`src/rtl/stream_packer.sv`:
```
// Packs RATIO consecutive upstream words, LSB-first, into one wide word on a
// valid/ready output register; flush emits a zero-padded partial word with its count.
module stream_packer #(
  parameter int DATA_WIDTH  = 6,
  parameter int RATIO       = 4,
  parameter int COUNT_WIDTH = 3
) (
  input  logic                          clk,
  input  logic                          rst,
  input  logic                          up_ready,
  input  logic [DATA_WIDTH-1:0]         up_data,
  output logic                          up_pop,
  input  logic                          flush,
  output logic                          dn_valid,
  output logic [DATA_WIDTH*RATIO-1:0]   dn_data,
  output logic [COUNT_WIDTH-1:0]        dn_count,
  input  logic                          dn_ready
);

  localparam int CNT_W = (RATIO > 2) ? $clog2(RATIO) : 1;
  localparam int ACC_W = DATA_WIDTH * (RATIO - 1);
  localparam logic [CNT_W-1:0] LAST = CNT_W'(RATIO - 1);

  logic [CNT_W-1:0]              r_cnt;
  logic [ACC_W-1:0]              r_acc;
  logic                          r_dn_valid;
  logic [DATA_WIDTH*RATIO-1:0]   r_dn_data;
  logic [COUNT_WIDTH-1:0]        r_dn_count;
  logic                          r_flush_pending;
  logic                          w_out_free;
  logic                          w_pop;

  assign w_out_free = !r_dn_valid || dn_ready;
  // Only the word completing a pack needs the output register free.
  assign w_pop = up_ready && !r_flush_pending && !rst && ((r_cnt != LAST) || w_out_free);

  assign up_pop   = w_pop;
  assign dn_valid = r_dn_valid;
  assign dn_data  = r_dn_data;
  assign dn_count = r_dn_count;

  always_ff @(posedge clk) begin
    if (rst) begin
      r_cnt           <= '0;
      r_acc           <= '0;
      r_dn_valid      <= 1'b0;
      r_dn_data       <= '0;
      r_dn_count      <= '0;
      r_flush_pending <= 1'b0;
    end else begin
      if (r_dn_valid && dn_ready) begin
        r_dn_valid <= 1'b0;
      end
      if (flush && !r_flush_pending) begin
        r_flush_pending <= 1'b1;
      end
      // Pops are blocked while a flush is pending, so the two branches never compete.
      if (r_flush_pending && w_out_free) begin
        if (r_cnt != '0) begin
          r_dn_data  <= {{DATA_WIDTH{1'b0}}, r_acc};
          r_dn_count <= COUNT_WIDTH'(r_cnt);
          r_dn_valid <= 1'b1;
        end
        r_cnt           <= '0;
        r_acc           <= '0;
        r_flush_pending <= 1'b0;
      end else if (w_pop) begin
        if (r_cnt == LAST) begin
          r_dn_data  <= {up_data, r_acc};
          r_dn_count <= COUNT_WIDTH'(RATIO);
          r_dn_valid <= 1'b1;
          r_cnt      <= '0;
          r_acc      <= '0;
        end else begin
          for (int unsigned k = 0; k < RATIO - 1; k++) begin
            if (r_cnt == CNT_W'(k)) begin
              r_acc[k*DATA_WIDTH +: DATA_WIDTH] <= up_data;
            end
          end
          r_cnt <= r_cnt + CNT_W'(1);
        end
      end
    end
  end

endmodule
```
`config.mk`:
```
export PLATFORM = sky130hd
export DESIGN_NAME = stream_packer
export DESIGN_NICKNAME = d
export VERILOG_FILES = /design/src/rtl/stream_packer.sv
export SDC_FILE = /design/constraint.sdc
export NUM_CORES = 1
export LEC_CHECK = 0
export ABC_CLOCK_PERIOD_IN_PS = 4300
export CORE_MARGIN = 5
export CORE_UTILIZATION = 54
export DETAILED_ROUTE_END_ITERATION = 10
export GPL_TIMING_DRIVEN = 0
export PLACE_DENSITY = 0.89
export SLEW_MARGIN = 15
export SYNTH_ARGS = -nofsm -noshare
export SYNTH_HDL_FRONTEND = slang
export SYNTH_SLANG_ARGS = --single-unit
```
`constraint.sdc`:
```
create_clock -name clk -period 4.3 [get_ports clk]
set_input_delay 0.645 -clock clk [delete_from_list [all_inputs] [get_ports clk]]
set_output_delay 0.645 -clock clk [all_outputs]
set_load 0.03 [all_outputs]
```
==> impl_metrics.sql, run 1 <==
INSERT INTO impl_metrics (metric_group, metric, value, unit) VALUES
('yosys', 'synthesis.nets', '242', ''),
('critical_path', 'critical_path_arrival', '2440', 'ps'),
('finish', 'synthToLayoutAreaGrowth', '25.5', '%'),
('routing', 'route.detailed.drc', '0', ''),
('clocking', 'clock_tree.buffer_depth', '2', ''),
('yosys', 'syn-mean-instance-area', '8.52', 'um^2'),
('yosys', 'synthDistinctLibCells', '29', ''),
('global_routing', 'grt_util_met1', '0.236', ''),
('global_routing', 'groute.usage.overall', '0.188', ''),
('yosys', 'synth.ff_latch_count', '49', ''),
('outcome', 'run_status', 'completed', ''),
('pwr', 'power.leakage', '0.843', 'nW'),
('finish', 'stdcell_count', '319', ''),
('place', 'detailedPlacementHpwl', '3190', 'um'),
('place', 'cell_count_post_placement', '311', ''),
('clocking', 'cts_tree', 'done', ''),
('sta', 'fin_skew', '10.9', 'ps'),
('clocking', 'clock-root-buffer', 'clkbuf_4', ''),
('clocking', 'h-tree-depth', '2', ''),
('global_routing', 'first_global_vias', '1649', ''),
('critical_path', 'worstSetupStartpointType', 'input port', ''),
('global_routing', 'gr-usage-met2', '0.302', ''),
('critical_path', 'setup.worst_path.class', 'in2out', ''),
('finish', 'fin_nets', '287', ''),
('yosys', 'netlist_instances', '227', ''),
('critical_path', 'peak_fanout_along_the_critical_path', '8', ''),
('place', 'io_buffer_count', '38', ''),
('sta', 'finalWorstPathRequiredPeriod', '3090', 'ps'),
('routing', 'detailroute.via_count', '1776', ''),
('yosys', 'synth_warnings', '0', ''),
('pwr', 'powerDensity', '308', 'nW/um^2'),
('global_routing', 'global_route_met3_usage', '0.0464', ''),
('sta', 'grt_setup_unrepaired', 'no', ''),
('finish', 'drive_gt1_frac', '0.0659', ''),
('global_routing', 'grt_start_max_net_pins', '16', ''),
('clocking', 'ctsHoldBuffers', '0', ''),
('clocking', 'path_clk_slew', '140', 'ps'),
('pwr', 'ir_worst_vdd', '0.000277', 'V'),
('sta', 'final_max_slew_viol_count', '0', ''),
('yosys', 'yosysSeqAreaShare', '0.507', ''),
('clocking', 'cts_inserted_buffers', '5', ''),
('global_routing', 'grt.busiest_layer', 'met2', ''),
('sta', 'max_clock_freq', '0.324', 'GHz'),
('finish', 'diodes', '0', ''),
('floorplanning', 'num_rows', '21', ''),
('finish', 'final_common_cell', 'dfxtp_1', ''),
('floorplanning', 'area_of_the_die', '4880', 'um^2'),
('clocking', 'cts_post_setup_buffers_inserted', '0', ''),
('floorplanning', 'die_width', '69.8', 'um'),
('global_routing', 'global_route_wire_length_before_repair', '7490', 'um'),
('yosys', 'mappedNetlistArea', '1930', 'um^2'),
('floorplanning', 'coreArea', '3390', 'um^2'),
('routing', 'wirelength', '4500', 'um'),
('job', 'maxCapViolations', '0', ''),
('global_routing', 'globalRoute.totalOverflow', '0', ''),
('floorplanning', 'initial_core_utilization', '0.570', ''),
('sta', 'max-slew-margin-rel', '0.637', ''),
('floorplanning', 'fp.dieH', '69.8', 'um'),
('critical_path', 'cp-end-kind', 'output pin', ''),
('routing', 'number_of_detailed_routing_iterations_run_before_antenna_repair', '4', ''),
('routing', 'route.detailed.vias_per_inst', '5.57', ''),
('critical_path', 'timing.critical_path.required', '3650', 'ps'),
('routing', 'drtIter0Drc', '141', ''),
('sta', 'tightest_slew', '544', 'ps'),
('clocking', 'cts_resized', '0', ''),
('floorplanning', 'ioPinCount', '40', ''),
('min_path', 'hold_path_class', 'reg2reg', ''),
('finish', 'mostFrequentLayoutCells', 'dfxtp_1, clkdlybuf4s50_1, nand2_1', ''),
('sta', 'timing_hold_violations_final', '0', ''),
('clocking', 'tritoncts_num_sinks', '49', ''),
('global_routing', 'grt_antenna_before_repair', '0', ''),
('routing', 'post_drt_wl_per_cell', '14.1', 'um'),
('clocking', 'clk_latency', '360', 'ps'),
('sta', 'tcrit_tclk_final', '0.718', ''),
('place', 'globalplace.congestion', '0.842', ''),
('sta', 'final-setup-viol-count', '0', ''),
('routing', 'detail-route-antenna-nets', '0', ''),
('sta', 'setup_tns', '0', 'ps');
## logic make-up after synthesis
kind of cell,Yosys count,synth area share
simple gates,81,0.201
flops,49,0.507
fa+ha+maj,4,0.0259
compound gates,70,0.199
mux,2,0.0104
buf+inv,21,0.0563
## routing by layer
| layer | wire, um | vias to the layer above |
|---|---|---|
| li1 | - | 876 |
| met1 | 1980 | 833 |
| met2 | 2170 | 56 |
| met3 | 263 | 11 |
| met4 | 85 | 0 |
| met5 | 0 | - |
## area by class of cell
cell class / count / area (um^2)
clock buffer: 6 / 41.3
fill: 273 / 963
inverter: 4 / 15.0
timing repair buffer: 38 / 380
buffer: 17 / 93.8
multi-input combinational: 157 / 843
clock inverter: 2 / 13.8
sequential: 49 / 981
tap: 46 / 57.6
## stage by stage
step	worst slack [ps]	hold WS [ps]	power (mW)	cell area (um^2)	util
after floorplan	2210	435	0.517	1930	-
after global placement	1220	445	0.542	2370	0.700
after detailed placement	1210	454	0.544	2370	0.700
after CTS	1200	466	0.751	2430	0.716
after global routing	1150	459	0.778	2430	0.716
final	1210	470	0.747	2430	0.716
## power breakdown
group	internal (mW)	total [mW]	leakage (nW)	switching, mW
registers	0.463	0.471	0.396	0.00735
logic	0.0258	0.0649	0.414	0.0391
clock network	0.0657	0.212	0.0326	0.146
## critical path: stages
cell and delay, ps:
clkdlybuf4s50_1 520, nor3b_4 320, a21boi_2 260, clkdlybuf4s50_1 690
## path summary, 6_finish.rpt
| check | slack, ps | cells past startpoint | to | startpoint |
|---|---|---|---|---|
| max reg2reg | 2410 | 7 | dn_count[2] | r_cnt[0] |
| min reg2reg | 470 | 2 | dn_data[6] | dn_data[6] |
| max | 1210 | 4 | up_pop | up_ready |
| min | 470 | 2 | dn_data[6] | dn_data[6] |
## state kept, by name (all words and copies together), names as in the netlist
register         cells
dn_data             24
r_cnt                2
dn_valid             1
r_flush_pending      1
r_acc               18
dn_count             3
## synth_stat cells (all sizes together)
cell,instances,area (um^2)
nor2b,1,6.26
nand2b,3,18.8
nor3b,1,18.8
o21ai,37,185
nor3,1,10.0
nand3b,1,7.51
mux2i,2,20.0
a22o,4,35.0
o22a,1,8.76
nor2,4,15.0
and3,3,18.8
and2,1,6.26
nand2,35,131
o211ai,1,7.51
a31oi,1,6.26
dfxtp,49,981
ha,4,50.1
a21oi,24,124
o21a,1,7.51
nand3,31,155
buf,6,51.3
clkbuf,11,42.5
inv,4,15.0
a21boi,1,11.3
Power figures use the tool's default switching activity.
==> run 2, diff against run 1 <==
Settings changed: ABC_CLOCK_PERIOD_IN_PS 4300 to 2900, CORE_UTILIZATION 54 to 50, PLACE_DENSITY 0.89 to 0.83.
Clock period 4.3 ns to 2.9 ns, I/O delays scaled along.
==> impl_metrics.sql, run 2 (synthesis gave the netlist of run 1 again) <==
INSERT INTO impl_metrics (metric_group, metric, value, unit) VALUES
('critical_path', 'critPathSlowestCell', 'clkdlybuf4s50_1', ''),
('routing', 'routed-wl-met3', '298', 'um'),
('routing', 'number_of_detailed_routing_iterations_run_before_antenna_repair', '4', ''),
('pwr', 'cell_internal_pwr', '0.913', 'mW'),
('floorplanning', 'coreArea', '3720', 'um^2'),
('sta', 'timing_hold_violations_final', '0', ''),
('clocking', 'clock_tree.buffer_depth', '2', ''),
('place', 'io_buffer_count', '38', ''),
('critical_path', 'cp-end-kind', 'output pin', ''),
('sta', 'max_clock_freq', '0.375', 'GHz'),
('finish', 'mostFrequentLayoutCells', 'dfxtp_1, clkdlybuf4s50_1, nand2_1', ''),
('routing', 'wl_met1', '2080', 'um'),
('routing', 'routed.top_layer', 'met4', ''),
('sta', 'final_max_slew_viol_count', '0', ''),
('floorplanning', 'num_rows', '22', ''),
('pwr', 'power.leakage', '0.854', 'nW'),
('pwr', 'ir_worst_vdd', '0.000357', 'V'),
('finish', 'synthToLayoutAreaGrowth', '27.4', '%'),
('finish', 'drive_gt1_frac', '0.0662', ''),
('sta', 'grt_setup_unrepaired', 'no', ''),
('global_routing', 'grt_antenna_before_repair', '0', ''),
('critical_path', 'crit_path_top_cell_by_count', 'clkdlybuf4s50_1', ''),
('critical_path', 'peak_fanout_along_the_critical_path', '8', ''),
('floorplanning', 'area_of_the_die', '5210', 'um^2'),
('floorplanning', 'fp.dieH', '72.2', 'um'),
('pwr', 'netSwitchingPower', '0.292', 'mW'),
('pwr', 'combinationalPowerShare', '0.080', ''),
('clocking', 'cts_resized', '0', ''),
('global_routing', 'grt_start_max_net_pins', '15', ''),
('pwr', 'seq_power_share', '0.578', ''),
('min_path', 'hold_path_class', 'in2reg', ''),
('pwr', 'total_power', '1.20', 'mW'),
('floorplanning', 'die_width', '72.2', 'um'),
('clocking', 'cts_tree', 'done', ''),
('clocking', 'clock-root-buffer', 'clkbuf_8', ''),
('sta', 'finalWorstPathRequiredPeriod', '2670', 'ps'),
('clocking', 'ctsHoldBuffers', '0', ''),
('place', 'globalplace.congestion', '0.838', ''),
('finish', 'diodes', '0', ''),
('routing', 'detailroute.wirelength.met2', '2040', 'um'),
('critical_path', 'timing.critical_path.max_delay_family', 'buffers and inverters', ''),
('clocking', 'path_clk_slew', '80', 'ps'),
('finish', 'largest_reg_flops', '24', ''),
('clocking', 'clk_latency', '310', 'ps'),
('routing', 'wirelength', '4490', 'um'),
('sta', 'setup_tns', '0', 'ps'),
('critical_path', 'cell_by_cell_listing_of_the_critical_path', 'clkdlybuf4s50_1, nor3b_4, a21boi_2, clkdlybuf4s50_1', ''),
('routing', 'detailroute.via_count', '1727', ''),
('place', 'postPlaceCellArea', '2370', 'um^2'),
('floorplanning', 'ioPinCount', '40', ''),
('global_routing', 'globalRoute.totalOverflow', '0', ''),
('sta', 'fin_skew', '5.55', 'ps'),
('sta', 'tcrit_tclk_final', '0.920', ''),
('global_routing', 'first_global_vias', '1676', ''),
('finish', 'final_common_cell', 'dfxtp_1', ''),
('clocking', 'h-tree-depth', '2', ''),
('sta', 'final-setup-viol-count', '0', ''),
('outcome', 'run_status', 'completed', ''),
('routing', 'route.detailed.vias_per_inst', '5.40', ''),
('critical_path', 'timing.critical_path.required', '2470', 'ps'),
('routing', 'route.detailed.drc', '0', ''),
('sta', 'max-slew-margin-rel', '0.663', ''),
('floorplanning', 'initial_core_utilization', '0.520', ''),
('critical_path', 'worstSetupStartpointType', 'input port', ''),
('clocking', 'cts_inserted_buffers', '5', ''),
('clocking', 'tritoncts_num_sinks', '49', ''),
('job', 'maxCapViolations', '0', ''),
('routing', 'drtIter0Drc', '151', ''),
('routing', 'post_drt_wl_per_cell', '14.0', 'um'),
('finish', 'fin_area', '2460', 'um^2'),
('critical_path', 'path_buf_inv', '2', ''),
('finish', 'layout.core_utilization', '0.663', ''),
('global_routing', 'global_route_wire_length_before_repair', '7560', 'um'),
('pwr', 'power_switching_share', '0.242', ''),
('global_routing', 'groute.usage.overall', '0.185', ''),
('clocking', 'cts_post_setup_buffers_inserted', '0', ''),
('pwr', 'powerDensity', '489', 'nW/um^2'),
('finish', 'fin_nets', '287', ''),
('pwr', 'power_frac_clock', '0.342', ''),
('critical_path', 'critical_path_arrival', '2230', 'ps'),
('place', 'detailedPlacementHpwl', '3240', 'um'),
('sta', 'tightest_slew', '506', 'ps'),
('routing', 'detail-route-antenna-nets', '0', ''),
('critical_path', 'max_stage_delay', '690', 'ps'),
('critical_path', 'setup.worst_path.class', 'in2out', '');
-- run 2: power groups by stage --
stage | clock [mW] | combinational [mW] | sequential, mW
CTS | 0.417 | 0.0956 | 0.696
global placement | 0 | 0.0935 | 0.712
finish | 0.412 | 0.0959 | 0.697
detailed placement | 0 | 0.0949 | 0.712
floorplan | 0 | 0.0533 | 0.714
global route | 0.447 | 0.107 | 0.699
-- run 2: path summary, 6_finish.rpt --
path	start	end	slack [ps]	cells past startpoint
worst min register to register	dn_data[5]	dn_data[5]	460	2
worst max register to register	r_cnt[0]	dn_data[20]	1080	7
worst min-delay path	rst	dn_data[0]	340	2
worst max-delay path	up_ready	up_pop	230	4
-- run 2: final cells by class --
type	count	area, um^2
flip-flops and latches	49	981
clock inverters	1	7.51
well taps	48	60.1
inverters	4	15.0
plain buffers	17	93.8
repair buffers	38	380
fillers	328	1250
multi-input cells	157	843
clock buffers	6	82.6
-- run 2: per-stage QoR --
| stage | std cells | hold slack (ps) | setup slack [ps] |
|---|---|---|---|
| finish | 320 | 345 | 232 |
| global route | 320 | 347 | 151 |
| CTS | 320 | 340 | 231 |
| detailed placement | 313 | 452 | 239 |
| global placement | 313 | 445 | 239 |
| floorplan | 227 | 435 | 1230 |
-- run 2: per-layer routing --
metal  GRT usage  vias to the layer above
met5           0                        -
met4      0.0835                        0
met3      0.0512                       10
met2       0.283                       49
met1       0.243                      795
li1            -                      873
